==> src/rtl/commit_pending_tracker_if.sv <==
// Commit-to-fetch tracking bus: issue handshake, commit report, drain handshake and status.
// issue fires only on a cycle where issue_valid && issue_ready; cmt_valid has no backpressure.
interface commit_pending_tracker_if #(
    parameter int CMT_W = 3,
    parameter int CTR_W = 8
);
    logic             issue_valid;
    logic             issue_ready;
    logic             cmt_valid;
    logic [CMT_W-1:0] cmt_committed;
    logic             drain_req;
    logic             drain_ack;
    logic [CTR_W-1:0] pending;
    logic             empty;
    logic             full;
    logic             err;

    modport master (
        output issue_valid, cmt_valid, cmt_committed, drain_req,
        input  issue_ready, drain_ack, pending, empty, full, err
    );

    modport slave (
        input  issue_valid, cmt_valid, cmt_committed, drain_req,
        output issue_ready, drain_ack, pending, empty, full, err
    );
endinterface

==> src/rtl/commit_pending_tracker.sv <==
// Counts issued-but-uncommitted instructions and runs the drain handshake that
// lets fence/barrier/ebreak paths wait for the pipeline to fully retire.
module commit_pending_tracker #(
    parameter int NUM_EX_UNITS = 6,
    parameter int CMT_W        = $clog2(NUM_EX_UNITS + 1),
    parameter int CTR_W        = 8
) (
    input  logic                      clk,
    input  logic                      reset,
    commit_pending_tracker_if.slave   bus,
    output logic [1:0]                state_o
);
    localparam int SW = CTR_W + 1;

    typedef enum logic [1:0] {
        IDLE  = 2'd0,
        DRAIN = 2'd1,
        ACK   = 2'd2
    } state_e;

    state_e           state_q, state_d;
    logic [CTR_W-1:0] pending_q, pending_d;
    logic             err_q, err_d;

    logic             empty, full, issue_ready, issue_fire;
    logic [SW-1:0]    inc_w, dec_w, sum_w;
    logic             underflow;

    assign empty       = (pending_q == '0);
    assign full        = (pending_q == {CTR_W{1'b1}});
    assign issue_ready = !full && (state_q == IDLE) && !bus.drain_req;
    assign issue_fire  = bus.issue_valid && issue_ready;

    // Extra headroom bit so the underflow test sees the true signed result.
    always_comb begin
        inc_w     = SW'(issue_fire);
        dec_w     = bus.cmt_valid ? SW'(bus.cmt_committed) : '0;
        sum_w     = SW'(pending_q) + inc_w;
        underflow = (dec_w > sum_w);
        pending_d = underflow ? '0 : CTR_W'(sum_w - dec_w);
        err_d     = err_q || underflow;
    end

    // State register
    always_ff @(posedge clk) begin
        if (reset) begin
            state_q   <= IDLE;
            pending_q <= '0;
            err_q     <= 1'b0;
        end else begin
            state_q   <= state_d;
            pending_q <= pending_d;
            err_q     <= err_d;
        end
    end

    // Next-state logic; a drain cannot be cancelled once started.
    always_comb begin
        state_d = state_q;
        case (state_q)
            IDLE:    if (bus.drain_req) state_d = DRAIN;
            DRAIN:   if (empty)         state_d = ACK;
            ACK:                        state_d = IDLE;
            default:                    state_d = IDLE;
        endcase
    end

    // Outputs
    always_comb begin
        bus.drain_ack   = (state_q == ACK);
        bus.issue_ready = issue_ready;
        bus.pending     = pending_q;
        bus.empty       = empty;
        bus.full        = full;
        bus.err         = err_q;
        state_o         = state_q;
    end
endmodule

==> src/flat_wrapper.sv <==
// flat-port wrapper written by rule: the top's interface ports become plain ports
module commit_pending_tracker_flat 
#(
    parameter int NUM_EX_UNITS = 6,
    parameter int CMT_W        = $clog2(NUM_EX_UNITS + 1),
    parameter int CTR_W        = 8
)
  (clk, reset, state_o, bus_issue_valid, bus_cmt_valid, bus_cmt_committed, bus_drain_req, bus_issue_ready, bus_drain_ack, bus_pending, bus_empty, bus_full, bus_err);
  commit_pending_tracker_if #(.CMT_W(CMT_W), .CTR_W(CTR_W)) bus_i ();
  input  logic clk;
  input  logic reset;
  output logic [1:0] state_o;
  input wire logic [$bits(bus_i.issue_valid)-1:0] bus_issue_valid;
  input wire logic [$bits(bus_i.cmt_valid)-1:0] bus_cmt_valid;
  input wire logic [$bits(bus_i.cmt_committed)-1:0] bus_cmt_committed;
  input wire logic [$bits(bus_i.drain_req)-1:0] bus_drain_req;
  output wire logic [$bits(bus_i.issue_ready)-1:0] bus_issue_ready;
  output wire logic [$bits(bus_i.drain_ack)-1:0] bus_drain_ack;
  output wire logic [$bits(bus_i.pending)-1:0] bus_pending;
  output wire logic [$bits(bus_i.empty)-1:0] bus_empty;
  output wire logic [$bits(bus_i.full)-1:0] bus_full;
  output wire logic [$bits(bus_i.err)-1:0] bus_err;
  assign bus_i.issue_valid = bus_issue_valid;
  assign bus_i.cmt_valid = bus_cmt_valid;
  assign bus_i.cmt_committed = bus_cmt_committed;
  assign bus_i.drain_req = bus_drain_req;
  assign bus_issue_ready = bus_i.issue_ready;
  assign bus_drain_ack = bus_i.drain_ack;
  assign bus_pending = bus_i.pending;
  assign bus_empty = bus_i.empty;
  assign bus_full = bus_i.full;
  assign bus_err = bus_i.err;
  commit_pending_tracker #(.NUM_EX_UNITS(NUM_EX_UNITS), .CMT_W(CMT_W), .CTR_W(CTR_W)) u_core (.clk(clk), .reset(reset), .bus(bus_i), .state_o(state_o));
endmodule
==> config.mk <==
export PLATFORM = sky130hd
export DESIGN_NAME = commit_pending_tracker_flat
export DESIGN_NICKNAME = d
export VERILOG_FILES = /design/src/rtl/commit_pending_tracker_if.sv /design/src/rtl/commit_pending_tracker.sv /design/src/flat_wrapper.sv
export SDC_FILE = /design/constraint.sdc
export NUM_CORES = 1
export LEC_CHECK = 0
export ABC_CLOCK_PERIOD_IN_PS = 9600
export CAP_MARGIN = 20
export CORE_AREA = 2 2 47 49
export CTS_CLUSTER_SIZE = 28
export DETAILED_ROUTE_END_ITERATION = 7
export DIE_AREA = 0 0 49 51
export PLACE_DENSITY_LB_ADDON = 0.25
export SLEW_MARGIN = 5
export SYNTH_ARGS = -nofsm -noshare
export SYNTH_HDL_FRONTEND = slang
export SYNTH_SLANG_ARGS = --single-unit
==> constraint.sdc <==
create_clock -name clk -period 9.6 [get_ports clk]
set_clock_uncertainty 0.15 [all_clocks]
set_input_delay 1.92 -clock clk [delete_from_list [all_inputs] [get_ports clk]]
set_output_delay 1.92 -clock clk [all_outputs]
set_load 0.01 [all_outputs]
==> results.py <==
metrics = {
    "clock_tree": {
        "post_cts_buffers": 0,
        "cts_resized": 0,
        "clock_latency_ns": 0.26,
        "cts_root_buf": "clkbuf_4",
        "holdBufCountCts": 0,
        "htreeDepth": 1,
        "clock_sinks": 11,
        "cts_made_buffers": 3,
        "cts_tree": "yes",
        "cts.clk_slew.worst_paths_ns": 0.07,
        "cts_buffer_depth": 2,
    },
    "power": {
        "ir_worst_vdd_mv": 0.152,
        "power_density_nw_per_um2": 290,
        "power_uw": 351,
        "leakagePower_uw": 0.000505,
    },
    "routing": {
        "wl_met2_um": 1080,
        "drc_errors": 0,
        "dr.pass1.iters": 4,
        "wl_per_cell_um": 13.0,
        "drtIter0Drc": 12,
        "top_layer": "met4",
        "antenna_left": 0,
        "vias": 869,
        "routed-wl-met3_um": 35,
        "wl_met1_um": 959,
        "via_per_inst": 5.43,
        "wl_um": 2090,
    },
    "grt": {
        "grt_first_pass_wirelength_um": 3630,
        "grt_pass1_vias": 835,
        "grt_max_degree": 13,
        "antenna_found_initial": 0,
        "grt_remaining_overflow": 0,
        "track_usage_pct": 18.5,
    },
    "synth": {
        "yosys_warnings": 0,
        "synth-simple-area-share_pct": 31.5,
        "syn_inst": 111,
        "ys_ff_latch": 11,
        "muxShareOfSynthArea_pct": 1.05,
        "synth-xor-area-share_pct": 7.34,
        "synth_compound_area_share_pct": 18.6,
        "ys_seq_area_share_pct": 23.1,
        "synth-edff-count": 0,
        "ys.flop_type": "dfxtp_1",
        "synth_top_family_by_area": "simple AND/OR/NAND/NOR gates",
        "synth_cell_types": 43,
        "synthAdderAreaFrac_pct": 12.6,
        "syn_avg_cell_area_um2": 8.60,
        "syn-num-nets": 128,
        "synthesis.area_um2": 955,
        "async_reset_ff_share_pct": 0,
    },
    "worst_setup_path": {
        "rr_startpoint": "u_core.bus.pending[3]$_SDFF_PP0_",
        "arrival_ns": 3.17,
        "startpoint": "bus_drain_req",
        "crit_path_start_kind": "input port",
        "r2r_end": "u_core.bus.pending[4]$_SDFF_PP0_",
        "critPathKind": "input port to output pin",
        "critPathCaptureType": "output pin",
        "reg2reg_depth": 14,
        "r2r_slack_ns": 5.64,
        "crit_required_ns": 7.53,
        "crit_fanout": 2,
    },
    "timing": {
        "slew_headroom_pct": 69.8,
        "tns_ns": 0,
        "rsz0062_at_grt": "no",
        "period_minus_slack_ns": 5.24,
        "tightest_slew_ns": 0.452,
        "maxSlewViolCount": 0,
        "finalCritPeriodShare_pct": 54.5,
        "hold_violations": 0,
        "max_freq_mhz": 191,
        "setup-violations-final": 0,
    },
    "min_path": {
        "min-delay-start": "u_core.bus.err$_SDFF_PP0_",
        "min_path_cells": 1,
        "hold_end": "u_core.bus.err$_SDFF_PP0_",
        "worstHoldPathType": "register to register",
    },
    "cells_and_area": {
        "nets": 150,
        "areaGrowthSynthToFinish_pct": 26.7,
        "layout_commonest_cell": "clkdlybuf4s50_1",
        "drive_gt1_share_pct": 9.85,
        "seq_area_um2": 220,
        "utilization_pct": 58.6,
        "fillers": 197,
        "antenna_cells": 0,
        "mostFrequentLayoutCells": "22 x clkdlybuf4s50_1, 11 x nor3_1, 11 x dfxtp_1",
        "multi_input_area_um2": 678,
    },
    "floorplan": {
        "start_util_pct": 46.3,
        "fp.dieH_um": 51,
        "core_area_um2": 2060,
        "die_x_um": 49,
        "rows": 17,
        "die_area_um2": 2500,
        "ios": 23,
    },
    "place": {
        "hpwl_um": 1640,
        "place.gp.congestion": 0.897,
        "placement.io_buffers": 22,
    },
    "run": {
        "maxCapViolations": 0,
    },
    "status": {
        "outcome": "finished clean",
    },
}
-- where the power goes --
group	leakage (uW)	switching [uW]	internal (uW)
sequential	0.0000907	33.0	62.8
clock	0.0000150	16.2	16.0
combinational	0.000399	107	116
total	0.000505	156	195
-- registers in the layout (all words and copies together), names as in the netlist --
| name | cells |
|---|---|
| u_core.state_o | 2 |
| u_core.bus.err | 1 |
| u_core.bus.pending | 8 |
-- cells in the mapped netlist (2+ instances only) --
cell,count,area share [%]
dfxtp_1,11,23
xor2_1,2,1.8
o21ai_0,2,1.0
nor2_1,4,1.6
and3_1,7,4.6
xnor2_1,6,5.5
inv_1,8,3.1
ha_1,8,10
a21oi_1,4,2.1
nor3_1,11,5.8
nor2b_1,4,2.6
nand2_1,7,2.8
a221o_1,2,2.1
nand3_1,2,1.0
buf_2,3,1.6
nor4_2,3,3.9
-- layer usage --
metal,track usage (%),vias up
li1,-,449
met1,23.1,409
met2,33.8,9
met3,1.75,2
met4,5.71,0
met5,0,-
-- cell families (layout without fill, tap and decap cells) --
group | after synthesis | in the layout
AOI/OAI and AO/OA | 22 | 22
xor gates and xnor gates | 8 | 8
adders and majority gates | 9 | 9
buffers and inverters | 13 | 34
DFF | 11 | 11
muxes | 1 | 1
and+or+nand+nor | 47 | 47
-- per-stage QoR --
stage	area (um^2)	instances	hold slack [ns]	worst slack, ns
after detailed placement	1180	156	0.312	4.32
final	1210	160	0.326	4.36
after floorplan	955	111	0.363	4.92
after global routing	1210	160	0.357	4.31
after global placement	1180	156	0.302	4.36
after CTS	1210	160	0.329	4.35
-- how the worst max path moves through the flow --
stage / cells after the start / to
3_3_place_gp: 3 / bus_issue_ready
4_1_cts: 3 / bus_issue_ready
5_1_grt: 3 / bus_issue_ready
6_report: 3 / bus_issue_ready
3_5_place_dp: 12 / u_core.bus.pending[4]$_SDFF_PP0_
2_1_floorplan: 12 / u_core.bus.pending[4]$_SDFF_PP0_
-- area by class of cell --
class,count,share of cell area [%]
Multi-Input combinational cell,87,56.0
Sequential cell,11,18.2
Timing Repair Buffer,22,18.2
Tap cell,28,2.90
Inverter,8,2.48
Clock buffer,4,2.17
-- worst max-delay path: stages --
cell and delay (ns):
clkdlybuf4s50_1 0.43, nor4_2 0.24, clkdlybuf4s50_1 0.58
Note: power is estimated with default switching activity, not from simulation.
